File: config.mk
export PLATFORM = sky130hd
export DESIGN_NAME = stream_mux_rr
export DESIGN_NICKNAME = d
export VERILOG_FILES = /design/src/rtl/stream_mux_rr_pkg.sv /design/src/rtl/stream_mux_rr_arbiter.sv /design/src/rtl/stream_mux_rr.sv
export SDC_FILE = /design/constraint.sdc
export NUM_CORES = 1
export LEC_CHECK = 0
export CAP_MARGIN = 20
export CORE_ASPECT_RATIO = 0.9
export CORE_MARGIN = 8
export CORE_UTILIZATION = 35
export CTS_CLUSTER_DIAMETER = 50
export DETAILED_ROUTE_END_ITERATION = 8
export HOLD_SLACK_MARGIN = 0.1
export PLACE_DENSITY = 0.87
export SLEW_MARGIN = 20
export SYNTH_ARGS = -nofsm -noshare
export SYNTH_HDL_FRONTEND = slang
export SYNTH_HIERARCHICAL = 1
export SYNTH_SLANG_ARGS = --single-unit
File: constraint.sdc
create_clock -name clk -period 7.8 [get_ports clk]
set_input_delay 2.34 -clock clk [delete_from_list [all_inputs] [get_ports clk]]
set_output_delay 2.34 -clock clk [all_outputs]
set_load 0.02 [all_outputs]
File: src/rtl/stream_mux_rr_pkg.sv
// Shared write-back definitions for the stream multiplexer and its arbiter.
package stream_mux_rr_pkg;

  // Default data width of a write-back channel.
  localparam int DATA_W = 32;

  // Write-back source channel indices as wired at the shared write-back port.
  localparam int WB_ALU  = 0;
  localparam int WB_MEM  = 1;
  localparam int WB_CP0  = 2;
  localparam int WB_LINK = 3;

  // Advance a channel index by one, wrapping from n-1 back to 0.
  function automatic int wrap_inc(input int idx, input int n);
    return (idx + 1 >= n) ? 0 : idx + 1;
  endfunction

endpackage

File: src/rtl/stream_mux_rr_arbiter.sv
// Combinational channel arbiter: round-robin search from a pointer, or a
// forced channel that only wins when it actually has a word.
module rr_arbiter
  import stream_mux_rr_pkg::*;
#(
  parameter int NUM_IN = 4,
  localparam int SEL_W = $clog2(NUM_IN)
) (
  input  logic [NUM_IN-1:0] in_valid,
  input  logic [SEL_W-1:0]  ptr,
  input  logic              force_en,
  input  logic [SEL_W-1:0]  force_sel,
  output logic              grant_valid,
  output logic [SEL_W-1:0]  grant_idx
);

  logic [SEL_W-1:0] cur;

  // Pick the granted channel: forced index if valid, else first valid at or after ptr.
  always_comb begin
    grant_valid = 1'b0;
    grant_idx   = '0;
    cur         = ptr;
    if (force_en) begin
      if (int'(force_sel) < NUM_IN) begin
        if (in_valid[force_sel]) begin
          grant_valid = 1'b1;
          grant_idx   = force_sel;
        end
      end
    end else begin
      for (int k = 0; k < NUM_IN; k++) begin
        if (!grant_valid && in_valid[cur]) begin
          grant_valid = 1'b1;
          grant_idx   = cur;
        end
        cur = SEL_W'(wrap_inc(int'(cur), NUM_IN));
      end
    end
  end

endmodule

File: src/rtl/stream_mux_rr.sv
// N-input stream multiplexer with valid/ready handshakes, round-robin or
// forced selection, and a registered output stage feeding shared write-back.
module stream_mux_rr
  import stream_mux_rr_pkg::*;
#(
  parameter int WIDTH  = DATA_W,
  parameter int NUM_IN = 4,
  localparam int SEL_W = $clog2(NUM_IN)
) (
  input  logic                    clk,
  input  logic                    rst,
  input  logic [NUM_IN*WIDTH-1:0] in_data,
  input  logic [NUM_IN-1:0]       in_valid,
  output logic [NUM_IN-1:0]       in_ready,
  input  logic                    force_en,
  input  logic [SEL_W-1:0]        force_sel,
  output logic [WIDTH-1:0]        out_data,
  output logic [SEL_W-1:0]        out_sel,
  output logic                    out_valid,
  input  logic                    out_ready
);

  logic [SEL_W-1:0] ptr;
  logic             grant_valid;
  logic [SEL_W-1:0] grant_idx;
  logic             load;
  logic [WIDTH-1:0] sel_data;

  // The output register may take a new word when empty or being drained this cycle.
  assign load = !out_valid || out_ready;

  rr_arbiter #(
    .NUM_IN (NUM_IN)
  ) u_arbiter (
    .in_valid    (in_valid),
    .ptr         (ptr),
    .force_en    (force_en),
    .force_sel   (force_sel),
    .grant_valid (grant_valid),
    .grant_idx   (grant_idx)
  );

  // Acknowledge only the granted channel, and only when the word can be stored.
  always_comb begin
    in_ready = '0;
    if (!rst && grant_valid && load) begin
      in_ready[grant_idx] = 1'b1;
    end
  end

  // Route the granted channel's word toward the output register.
  always_comb begin
    sel_data = '0;
    for (int i = 0; i < NUM_IN; i++) begin
      if (grant_idx == SEL_W'(i)) begin
        sel_data = in_data[i*WIDTH +: WIDTH];
      end
    end
  end

  // Output register: load a granted word, drain when nothing is granted, hold under backpressure.
  always_ff @(posedge clk or posedge rst) begin
    if (rst) begin
      out_valid <= 1'b0;
      out_data  <= '0;
      out_sel   <= '0;
    end else if (load) begin
      if (grant_valid) begin
        out_valid <= 1'b1;
        out_data  <= sel_data;
        out_sel   <= grant_idx;
      end else begin
        out_valid <= 1'b0;
      end
    end
  end

  // Round-robin pointer moves past the winner only on round-robin accepts.
  always_ff @(posedge clk or posedge rst) begin
    if (rst) begin
      ptr <= '0;
    end else if (grant_valid && load && !force_en) begin
      ptr <= SEL_W'(wrap_inc(int'(grant_idx), NUM_IN));
    end
  end

endmodule

==> results of run 1 <==
==> layer usage <==
| metal | up-vias | routed length [um] |
|---|---|---|
| li1 | 1578 | - |
| met1 | 1603 | 5050 |
| met2 | 169 | 5570 |
| met3 | 11 | 1040 |
| met4 | 0 | 95 |
| met5 | - | 0 |
==> power groups by stage <==
stage | Sequential, mW | Combinational, mW | Clock [mW]
final | 0.334 | 1.07 | 0.133
after global routing | 0.345 | 1.16 | 0.145
after CTS | 0.334 | 1.08 | 0.139
after detailed placement | 0.334 | 1.07 | 0
after global placement | 0.331 | 1.04 | 0
after floorplan | 0.417 | 0.602 | 0
==> path summary, 6_finish.rpt <==
kind	from	endpoint	cells past startpoint
max in group asynchronous	rst	out_data[14]	3
hold / removal	out_data[0]	out_data[0]	1
min in group asynchronous	rst	out_data[28]	3
hold reg to reg	out_data[0]	out_data[0]	1
setup / recovery	in_valid[1]	in_ready[3]	8
setup reg to reg	ptr[0]	out_data[25]	13
==> final cells by class <==
type	instances	area (um^2)
fillers	752	3510
multi-input cells	252	1960
repair buffers	189	1860
flip-flops and latches	37	926
well taps	119	149
clock buffers	7	86.3
inverters	7	26.3
==> per-stage QoR <==
stage | area (um^2) | setup slack, ns | instances | total power [mW] | hold slack, ns
floorplan | 3070 | 0.592 | 331 | 1.02 | 0.532
detailed placement | 4910 | 0.00953 | 604 | 1.40 | 0.473
finish | 5010 | 0.219 | 611 | 1.54 | 0.492
CTS | 5000 | 0.0210 | 611 | 1.55 | 0.494
global route | 5010 | 0.0146 | 611 | 1.65 | 0.507
global placement | 4910 | 0.118 | 604 | 1.37 | 0.471
==> logic make-up after synthesis <==
kind of cell | after synthesis
AOI/OAI and AO/OA | 119
and+or+nand+nor | 119
buffers and inverters | 42
DFF | 37
muxes | 9
adders and majority gates | 5
==> synth_stat cells (2+ instances only) <==
| master | instances | share of area |
|---|---|---|
| dfrtp_1 | 37 | 0.30 |
| nand2b_1 | 33 | 0.067 |
| nand3_1 | 32 | 0.052 |
| a211oi_1 | 31 | 0.076 |
| a21o_1 | 31 | 0.076 |
| and3b_1 | 31 | 0.088 |
| o2bb2ai_1 | 31 | 0.088 |
| clkbuf_1 | 17 | 0.021 |
| buf_2 | 10 | 0.016 |
| inv_1 | 6 | 0.0073 |
| a21oi_1 | 5 | 0.0082 |
| buf_4 | 5 | 0.012 |
| ha_1 | 5 | 0.020 |
| mux2_1 | 4 | 0.015 |
| nor3_1 | 4 | 0.0065 |
| nor3b_1 | 4 | 0.0098 |
| buf_6 | 3 | 0.011 |
| nand2_1 | 3 | 0.0037 |
| nand3b_1 | 3 | 0.0073 |
| nor2_1 | 3 | 0.0037 |
| o21ai_0 | 3 | 0.0049 |
| a2bb2oi_1 | 2 | 0.0057 |
| a31oi_1 | 2 | 0.0041 |
| mux2i_1 | 2 | 0.0065 |
==> state kept, by name, summed over array words and instances, names as in the netlist <==
| name | cells |
|---|---|
| ptr | 2 |
| out_data | 32 |
| out_valid | 1 |
| out_sel | 2 |
==> timing repair <==
action / in CTS / in global routing
setup endpoints to repair: 1 / 4
gates resized for setup: 1 / 4
hold buffers: 0 / 0
==> flow_summary.ini, run 1 <==
[route]
drt_iter0_drc = 171
vias = 3361
wl_per_cell_um = 19.3
antenna_left = 0
drt-total-wl_um = 11800
drt-pass1-iter-count = 4
route.detailed.drc = 0
vias_per_cell = 5.50

[global_route]
met1_usage = 0.224
grt_usage = 0.192
grt_overflow = 0
met3_usage = 0.0696
grt_pass1_vias = 3657
grt_max_degree = 66
met2_usage = 0.329
grt_busiest_layer = met2
antenna_found_initial = 0
grt_pass1_wl_um = 18800

[logic_synthesis]
syn_nets = 474
postSynth.asyncResetShare = 1.00
synth-simple-area-share = 0.257
synth_compound_area_frac = 0.312
syn_inst = 331
ys_types = 48
synth_warnings = 6
synthAdderAreaFrac = 0.0204
synth.area.mux_share = 0.0408
ys_ff_latch = 37
netlist_area_um2 = 3070
synth_edf_count = 0
yosysSeqAreaShare = 0.302
ys.flop_type = dfrtp_1
synth_xor_area_frac = 0
avgSynthCellArea_um2 = 9.27
synth_top_family_by_area = compound AO/OA/AOI/OAI gates

[pwr]
swShare = 0.443
comb_power_share = 0.697
seqPwrFrac = 0.217
clock_power_share = 0.086
irDropWorstVdd_v = 0.000210
p_leak_nw = 2.20
power_switching_mw = 0.683
cellPowerDensity_nw_per_um2 = 307
power.internal_mw = 0.858

[sta]
relSlewSlack = 0.501
rsz0062_at_grt = false
drv_slew = 0
fmax_mhz = 132
layout_min_cycle_time_ns = 7.58
hold_viol = 0
fin_skew_ns = 0.00357
finalSetupViolations = 0
fin_tns_setup_ns = 0
tightest_slew_ns = 0.747
period_share = 0.972

[critical_path]
cp_common_cell = clkdlybuf4s50_1
path_cells = clkdlybuf4s50_1 > mux4_2 > a2111oi_4 > a221oi_2 > a21oi_2 > ha_2 > nor3b_1 > clkdlybuf4s50_1
reg2reg_slack_ns = 3.31
path_buf_inv = 2
critPathSlowestCell = clkdlybuf4s50_1
start_kind = input port
cp-end-kind = output port
crit_family = buffers and inverters
max_stage_delay_ns = 0.63
worst-endpoint-arrival_ns = 5.24
required_ns = 5.46
path_max_fanout = 7
critical_path_class = in -> out

[final_layout]
antenna-diode-count = 0
nNetsFinal = 635
fin_util = 0.588
final_common_cell = clkdlybuf4s50_1
drive_gt1_frac = 0.0752
layout_common_cells = clkdlybuf4s50_1, dfrtp_1, nand2b_1, nand3_1
syn_to_final_growth_pct = 63.4

[floorplanning]
die_y_um = 105
core_um2 = 8530
start_util = 0.360
boundaryPins = 177
row_count = 32
die_w_um = 115
die-area_um2 = 12000

[hold_path]
min-delay-path-class = reg -> reg

[placed_design]
gp_congestion = 0.929
post-dp-hpwl_um = 8630
io_buffer_count = 176

[status]
status = completed

[clock_network]
clk_latency_ns = 0.28
postCtsSetupRepairBufs = 0
clk_pin_slew_ns = 0.06
clock-root-buffer = clkbuf_8
htree_levels = 2
cts_made_buffers = 5
cts_tree = yes
cts_buffer_depth = 2
cts_sinks = 37

[flow_run]
max_cap_violations = 0
(Power assumes the default switching activity.)
==> run 2, diff against run 1 <==
Settings changed: ABC_AREA set to 0, SLEW_MARGIN 20 to unset.
==> results of run 2 <==
No change in the layout: final DEF, timing and power equal those of run 1.
